--- src/rtl/fb_swap_scanout.sv ---
// fb_swap_scanout: commits framebuffer swaps from the rasterizer and scans the front buffer
// out once per frame over an AXI4 read master into an AXI-Stream pixel output.
module fb_swap_scanout #(
    parameter int unsigned ADDR_WIDTH          = 32,
    parameter int unsigned ID_WIDTH            = 8,
    parameter int unsigned DATA_WIDTH          = 32,
    parameter int unsigned FB_SIZE_IN_PIXEL_LG = 20,
    parameter int unsigned BURST_LEN           = 16,
    parameter int unsigned FIFO_DEPTH_LG       = 6
) (
    input  logic                           aclk,
    input  logic                           resetn,
    input  logic                           swap_fb,
    input  logic                           swap_fb_enable_vsync,
    input  logic [ADDR_WIDTH-1:0]          fb_addr,
    input  logic [FB_SIZE_IN_PIXEL_LG-1:0] fb_size,
    output logic                           fb_swapped,
    input  logic                           vsync,
    output logic                           scan_overrun,
    output logic [ID_WIDTH-1:0]            m_axi_arid,
    output logic [ADDR_WIDTH-1:0]          m_axi_araddr,
    output logic [7:0]                     m_axi_arlen,
    output logic [2:0]                     m_axi_arsize,
    output logic [1:0]                     m_axi_arburst,
    output logic                           m_axi_arlock,
    output logic [3:0]                     m_axi_arcache,
    output logic [2:0]                     m_axi_arprot,
    output logic                           m_axi_arvalid,
    input  logic                           m_axi_arready,
    input  logic [ID_WIDTH-1:0]            m_axi_rid,
    input  logic [DATA_WIDTH-1:0]          m_axi_rdata,
    input  logic [1:0]                     m_axi_rresp,
    input  logic                           m_axi_rlast,
    input  logic                           m_axi_rvalid,
    output logic                           m_axi_rready,
    output logic                           m_pixel_axis_tvalid,
    input  logic                           m_pixel_axis_tready,
    output logic                           m_pixel_axis_tlast,
    output logic [DATA_WIDTH-1:0]          m_pixel_axis_tdata
);

    localparam int unsigned AW         = ADDR_WIDTH;
    localparam int unsigned SW         = FB_SIZE_IN_PIXEL_LG;
    localparam int unsigned BYTE_SHIFT = $clog2(DATA_WIDTH / 8);
    localparam int unsigned PIX_SHIFT  = $clog2(DATA_WIDTH / 16);
    localparam int unsigned DEPTH      = 1 << FIFO_DEPTH_LG;
    localparam int unsigned CNTW       = FIFO_DEPTH_LG + 1;
    localparam int unsigned CW         = FIFO_DEPTH_LG + 2;

    typedef enum logic [1:0] {S_IDLE = 2'd0, S_FETCH = 2'd1, S_DRAIN = 2'd2} state_e;

    state_e                   state_q, state_d;
    logic                     pend_valid_q, pend_valid_d;
    logic [AW-1:0]            pend_addr_q, pend_addr_d;
    logic [SW-1:0]            pend_size_q, pend_size_d;
    logic                     front_valid_q, front_valid_d;
    logic [AW-1:0]            front_addr_q, front_addr_d;
    logic [SW-1:0]            front_size_q, front_size_d;
    logic                     fb_swapped_q, fb_swapped_d;
    logic                     overrun_q, overrun_d;
    logic                     arvalid_q, arvalid_d;
    logic [AW-1:0]            araddr_q, araddr_d;
    logic [7:0]               arlen_q, arlen_d;
    logic [AW-1:0]            next_addr_q, next_addr_d;
    logic [SW-1:0]            req_left_q, req_left_d;
    logic [SW-1:0]            out_left_q, out_left_d;
    logic [CW-1:0]            rsv_q, rsv_d;
    logic [FIFO_DEPTH_LG-1:0] wr_ptr_q, wr_ptr_d;
    logic [FIFO_DEPTH_LG-1:0] rd_ptr_q, rd_ptr_d;
    logic [CNTW-1:0]          count_q, count_d;
    logic                     tvalid_q, tvalid_d;
    logic                     tlast_q, tlast_d;
    logic [DATA_WIDTH-1:0]    tdata_q, tdata_d;

    logic [DATA_WIDTH-1:0]    fifo_mem [DEPTH];

    logic                     latch_c, commit_now_c, commit_vs_c, commit_c;
    logic [AW-1:0]            commit_addr_c;
    logic [SW-1:0]            commit_size_c;
    logic [SW-1:0]            len_c;
    logic [CW-1:0]            free_c;
    logic                     issue_c, rd_en_c, stream_done_c;
    logic                     unused_c;

    assign unused_c = ^{m_axi_rid, m_axi_rresp, m_axi_rlast};

    // Swap acceptance: a request is not re-latched while one is pending or just acknowledged.
    assign latch_c       = swap_fb && !pend_valid_q && !fb_swapped_q;
    assign commit_now_c  = latch_c && !swap_fb_enable_vsync;
    assign commit_vs_c   = pend_valid_q && vsync;
    assign commit_c      = commit_now_c || commit_vs_c;
    assign commit_addr_c = commit_now_c ? fb_addr : pend_addr_q;
    assign commit_size_c = commit_now_c ? fb_size : pend_size_q;

    // Burst sizing against FIFO space not already promised to in-flight beats.
    assign len_c   = (req_left_q >= SW'(BURST_LEN)) ? SW'(BURST_LEN) : req_left_q;
    assign free_c  = CW'(DEPTH) - CW'(count_q) - rsv_q;
    assign issue_c = (state_q == S_FETCH) && !arvalid_q && (req_left_q != '0) &&
                     (free_c >= CW'(len_c));

    assign rd_en_c       = (count_q != '0) && (!tvalid_q || m_pixel_axis_tready);
    assign stream_done_c = tvalid_q && m_pixel_axis_tready && tlast_q;

    // Next-state for swap, scan FSM, AR issue, credits, FIFO and output stage.
    always_comb begin
        state_d       = state_q;
        pend_valid_d  = pend_valid_q;
        pend_addr_d   = pend_addr_q;
        pend_size_d   = pend_size_q;
        front_valid_d = front_valid_q;
        front_addr_d  = front_addr_q;
        front_size_d  = front_size_q;
        fb_swapped_d  = commit_c;
        overrun_d     = vsync && (state_q != S_IDLE);
        arvalid_d     = arvalid_q;
        araddr_d      = araddr_q;
        arlen_d       = arlen_q;
        next_addr_d   = next_addr_q;
        req_left_d    = req_left_q;
        out_left_d    = out_left_q;
        rsv_d         = rsv_q + (issue_c ? CW'(len_c) : CW'(0)) - (m_axi_rvalid ? CW'(1) : CW'(0));
        wr_ptr_d      = wr_ptr_q + (m_axi_rvalid ? FIFO_DEPTH_LG'(1) : FIFO_DEPTH_LG'(0));
        rd_ptr_d      = rd_ptr_q + (rd_en_c ? FIFO_DEPTH_LG'(1) : FIFO_DEPTH_LG'(0));
        count_d       = count_q + (m_axi_rvalid ? CNTW'(1) : CNTW'(0)) - (rd_en_c ? CNTW'(1) : CNTW'(0));
        tvalid_d      = tvalid_q;
        tlast_d       = tlast_q;
        tdata_d       = tdata_q;

        if (latch_c && swap_fb_enable_vsync) begin
            pend_valid_d = 1'b1;
            pend_addr_d  = fb_addr;
            pend_size_d  = fb_size;
        end
        if (commit_vs_c) begin
            pend_valid_d = 1'b0;
        end
        if (commit_c) begin
            front_valid_d = 1'b1;
            front_addr_d  = commit_addr_c;
            front_size_d  = commit_size_c;
        end

        if (rd_en_c) begin
            tvalid_d   = 1'b1;
            tdata_d    = fifo_mem[rd_ptr_q];
            tlast_d    = (out_left_q == SW'(1));
            out_left_d = out_left_q - SW'(1);
        end else if (tvalid_q && m_pixel_axis_tready) begin
            tvalid_d = 1'b0;
            tlast_d  = 1'b0;
        end

        if (arvalid_q && m_axi_arready) begin
            arvalid_d = 1'b0;
        end

        case (state_q)
            S_IDLE: begin
                if (vsync && (front_valid_q || commit_c)) begin
                    state_d     = S_FETCH;
                    next_addr_d = commit_c ? commit_addr_c : front_addr_q;
                    req_left_d  = SW'((commit_c ? commit_size_c : front_size_q) >> PIX_SHIFT);
                    out_left_d  = SW'((commit_c ? commit_size_c : front_size_q) >> PIX_SHIFT);
                end
            end
            S_FETCH: begin
                if (issue_c) begin
                    arvalid_d   = 1'b1;
                    araddr_d    = next_addr_q;
                    arlen_d     = 8'(len_c - SW'(1));
                    next_addr_d = next_addr_q + (AW'(len_c) << BYTE_SHIFT);
                    req_left_d  = req_left_q - len_c;
                end else if ((req_left_q == '0) && !arvalid_q) begin
                    state_d = S_DRAIN;
                end
            end
            S_DRAIN: begin
                if (stream_done_c) begin
                    state_d = S_IDLE;
                end
            end
            default: state_d = S_IDLE;
        endcase
    end

    // State and datapath registers; reset aborts any frame in flight.
    always_ff @(posedge aclk or negedge resetn) begin
        if (!resetn) begin
            state_q       <= S_IDLE;
            pend_valid_q  <= 1'b0;
            pend_addr_q   <= '0;
            pend_size_q   <= '0;
            front_valid_q <= 1'b0;
            front_addr_q  <= '0;
            front_size_q  <= '0;
            fb_swapped_q  <= 1'b0;
            overrun_q     <= 1'b0;
            arvalid_q     <= 1'b0;
            araddr_q      <= '0;
            arlen_q       <= '0;
            next_addr_q   <= '0;
            req_left_q    <= '0;
            out_left_q    <= '0;
            rsv_q         <= '0;
            wr_ptr_q      <= '0;
            rd_ptr_q      <= '0;
            count_q       <= '0;
            tvalid_q      <= 1'b0;
            tlast_q       <= 1'b0;
            tdata_q       <= '0;
        end else begin
            state_q       <= state_d;
            pend_valid_q  <= pend_valid_d;
            pend_addr_q   <= pend_addr_d;
            pend_size_q   <= pend_size_d;
            front_valid_q <= front_valid_d;
            front_addr_q  <= front_addr_d;
            front_size_q  <= front_size_d;
            fb_swapped_q  <= fb_swapped_d;
            overrun_q     <= overrun_d;
            arvalid_q     <= arvalid_d;
            araddr_q      <= araddr_d;
            arlen_q       <= arlen_d;
            next_addr_q   <= next_addr_d;
            req_left_q    <= req_left_d;
            out_left_q    <= out_left_d;
            rsv_q         <= rsv_d;
            wr_ptr_q      <= wr_ptr_d;
            rd_ptr_q      <= rd_ptr_d;
            count_q       <= count_d;
            tvalid_q      <= tvalid_d;
            tlast_q       <= tlast_d;
            tdata_q       <= tdata_d;
        end
    end

    // Pixel FIFO storage; every R beat lands here (space is reserved before the AR goes out).
    always_ff @(posedge aclk) begin
        if (m_axi_rvalid) begin
            fifo_mem[wr_ptr_q] <= m_axi_rdata;
        end
    end

    assign fb_swapped          = fb_swapped_q;
    assign scan_overrun        = overrun_q;
    assign m_axi_arid          = '0;
    assign m_axi_araddr        = araddr_q;
    assign m_axi_arlen         = arlen_q;
    assign m_axi_arsize        = 3'(BYTE_SHIFT);
    assign m_axi_arburst       = 2'b01;
    assign m_axi_arlock        = 1'b0;
    assign m_axi_arcache       = 4'b0011;
    assign m_axi_arprot        = 3'b000;
    assign m_axi_arvalid       = arvalid_q;
    assign m_axi_rready        = 1'b1;
    assign m_pixel_axis_tvalid = tvalid_q;
    assign m_pixel_axis_tlast  = tlast_q;
    assign m_pixel_axis_tdata  = tdata_q;

endmodule

--- config.mk ---
export PLATFORM = sky130hd
export DESIGN_NAME = fb_swap_scanout
export DESIGN_NICKNAME = d
export VERILOG_FILES = /design/src/rtl/fb_swap_scanout.sv
export SDC_FILE = /design/constraint.sdc
export NUM_CORES = 2
export LEC_CHECK = 0
export CORE_MARGIN = 2
export CORE_UTILIZATION = 60
export DETAILED_ROUTE_END_ITERATION = 12
export PLACE_DENSITY = 0.86
export REMOVE_ABC_BUFFERS = 1
export SLEW_MARGIN = 20
export SYNTH_ARGS = -nofsm -noshare
export SYNTH_HDL_FRONTEND = slang
export SYNTH_SLANG_ARGS = --single-unit
--- constraint.sdc ---
create_clock -name aclk -period 12.1 [get_ports aclk]
set_input_delay 1.21 -clock aclk [delete_from_list [all_inputs] [get_ports aclk]]
set_output_delay 1.21 -clock aclk [all_outputs]
set_load 0.1 [all_outputs]
==> flow_summary_export.csv <==
group,metric,value,unit
global_route,track_usage,34.2,%
yosys,synth_xor_area_share,0.550,%
global_route,grt_pass1_vias,51548,
cts,postCtsHoldBufs,0,
place,place_hpwl,131,mm
setup_path,worst-r2r-setup-slack,6.69,ns
route,avgRoutedWirePerCell,37.2,um
sta,finalHoldViolCount,0,
setup_path,rr_startpoint,"req_left_q[8]",
setup_path,arrival,6.15,ns
yosys,synthSimpleGateAreaFrac,3.20,%
cts,cts_sinks,2330,
route,drtPass1Iterations,6,
die,die_area,157000,sq um
finish,multiInputGateArea,23100,sq um
sta,worst_pin_slew,1.21,ns
cts,clock_path_buffers,3,
sta,finClkSkew,0.0639,ns
yosys,syn_area,92400,sq um
setup_path,critPathMaxStageDelay,0.69,ns
power,power.total,0.0265,W
sta,rsz0062_at_grt,"no",
die,io_pins,202,
yosys,synth_top_area_share,66.5,%
setup_path,cp_max_fo,11,
yosys,postSynth.asyncResetShare,12.1,%
yosys,seq_area_frac_synth,74.2,%
cts,cts_resized,0,
yosys,ys_seq_elements,2330,
power,p_per_area,255,nW/um^2
cts,cts_tree,"built",
place,post_dp_cell_area,96800,sq um
global_route,grt_pass1_wl,377,mm
cts,post_cts_buffers,0,
finish,area.growth.synth_to_final,12.7,%
yosys,ys.flop_type,"edfxtp_1",
yosys,yosys.area.top_type,"edfxtp_1",
setup_path,reg2reg_depth,20,
route,detail-route-antenna-nets,0,
yosys,synth_compound_area_share,2.79,%
global_route,grt_max_degree,153,
power,vdd_ir_drop_max,0.326,mV
setup_path,crit_path_end_kind,"flop",
route,wirelength,265,mm
sta,setup_viol,0,
sta,min_period,5.41,ns
route,viasPerCell,7.09,
cts,cts_buffers,215,
setup_path,cp_slowest_cell,"or4_1",
run,maxCapViolCount,0,
setup_path,start_kind,"flop",
yosys,ys_types,74,
route,dr_total_vias,50476,
die,die_h,396,um
finish,nFillCells,8748,
setup_path,critical_path.cell_chain,"or4_1 > nor4b_4 > and2_2 > nand2_1 > ha_1 > nand2_1 > o21ai_0 > nand4_1 > a31o_2 > nor2_2 > nand2_1 > ha_1 > inv_1 > ha_1 > fa_1 > a21o_1 > a21oi_1 > o21bai_1 > a21oi_1 > xnor2_1",
cts,clock_latency,0.84,ns
setup_path,r2r_end,"rsv_q[6]",
yosys,muxShareOfSynthArea,16.6,%
power,p_leak,34.6,nW
route,drt_iter0_drc,8282,
route,drc_errors,0,
finish,seqCellArea,68600,sq um
global_route,antenna_found_initial,11,
hold_path,hp-class,"in -> async",
yosys,synth_top_family_by_area,"multiplexers",
die,start_util,60.2,%
yosys,avgSynthCellArea,20.0,sq um
yosys,synth-edff-count,2048,
cts,cts_root_buf,"clkbuf_16",
setup_path,crit_type,"reg -> reg",
cts,h-tree-depth,4,
finish,stdcell_area,104000,sq um
finish,layout-drive-gt1-share,24.5,%
yosys,synthAdderAreaFrac,1.06,%
die,rows,144,
die,coreArea,154000,sq um
yosys,syn_inst,4628,
sta,slew_headroom,18.7,%
cts,clk_pin_slew_worst_paths,0.06,ns
sta,max_freq,185,MHz
place,routabilityCongestion,0.864,
yosys,yosysMostFrequentCell,"edfxtp_1",
yosys,yosysWarnings,0,
yosys,ys_top_cells_by_count,"edfxtp_1, mux4_2, nand2_1",
finish,nets,5072,
place,io_buffers,167,
sta,slew_violations,0,
die,dieWidth,396,um
sta,post-route-period-util,44.7,%
outcome,outcome,"finished, final reports clean",
global_route,globalRouteOverflowTotal,0,
setup_path,worstPathRequired,12.84,ns
yosys,ys_top_cells_by_area,"edfxtp_1, mux4_2, dfrtp_1, nand2_1, mux2_2",
## cells in the final DEF (no fill, tap or decap), drive strengths merged, types with 83 or more instances in the layout
cell type	n
nand2	324
buf	141
clkbuf	269
mux4	608
dfrtp	282
edfxtp	2048
a21oi	100
nor2	134
o21ai	97
clkdlybuf4s50	133
mux2	83
clkinv	99
## registers in the layout, summed over array words and instances (netlist names), 2 cells and up
register and flops:
fifo_mem 2048, front_addr_q 32, m_axi_araddr 32, m_pixel_axis_tdata 32, next_addr_q 32, pend_addr_q 32
out_left_q 20, req_left_q 20, front_size_q 19, pend_size_q 19, m_axi_arlen 8, rsv_q 8
count_q 7, rd_ptr_q 6, wr_ptr_q 6, state_q 2
## cell type report
class / instances / area share [%]
Clock inverter: 134 / 1.37
Sequential cell: 2330 / 65.9
Multi-Input combinational cell: 1997 / 22.2
Tap cell: 2044 / 2.46
Antenna cell: 3 / 0.00721
Timing Repair Buffer: 276 / 2.38
Inverter: 73 / 0.263
Clock buffer: 267 / 5.51
## layer usage
layer | track usage [%] | routed length, um | part of all wire (%)
met5 | 0 | 92 | 0.035
met4 | 21.8 | 20600 | 7.8
met3 | 8.23 | 32600 | 12
met2 | 55.9 | 131000 | 49
met1 | 41.2 | 80900 | 31
## kinds of logic after synthesis
group / Yosys count
flip-flops: 2330
buffers and inverters: 342
AND/OR/NAND/NOR: 663
multiplexers: 762
adder cells (fa/ha/maj): 76
XOR/XNOR: 58
other: 2
AO/OA/AOI/OAI: 395
## through the flow
step	hold slack, ns	worst slack, ns	setup TNS (ns)	util, %	cells
floorplan	0.436	-9.21	-344.61	-	4400
global placement	0.453	6.79	0	63.1	6718
detailed placement	0.454	6.75	0	63.1	6718
CTS	0.409	6.71	0	67.7	7119
global route	0.454	6.34	0	67.8	7123
finish	0.416	6.69	0	67.8	7124
## worst max-delay path, delay by kind of cell (launching register included)
kind / cells / cell delay [ns]
AOI/OAI and AO/OA: 6 / 1.15
xor gates and xnor gates: 1 / 0.14
adders and majority gates: 4 / 1.29
buffers and inverters: 1 / 0.04
DFF: 1 / 0.45
and+or+nand+nor: 8 / 2.25
## power by group
group	switching, W	internal, W	total [W]	leakage, nW
registers	0.000594	0.00945	0.0100	21.8
logic	0.00577	0.00371	0.00948	9.31
clock network	0.00312	0.00387	0.00698	3.48
total	0.00948	0.0170	0.0265	34.6
## worst max path at each step
stage / startpoint / endpoint / slack (ns) / cells after the start
3_5_place_dp: req_left_q[8] / rsv_q[6] / 6.75 / 20
2_1_floorplan: rd_ptr_q[0] / m_pixel_axis_tdata[16] / -9.21 / 7
6_report: req_left_q[8] / rsv_q[6] / 6.69 / 20
5_1_grt: req_left_q[8] / rsv_q[6] / 6.34 / 20
3_3_place_gp: req_left_q[8] / rsv_q[6] / 6.79 / 20
4_1_cts: req_left_q[8] / rsv_q[6] / 6.71 / 20
Note: power is estimated with default switching activity, not from simulation.
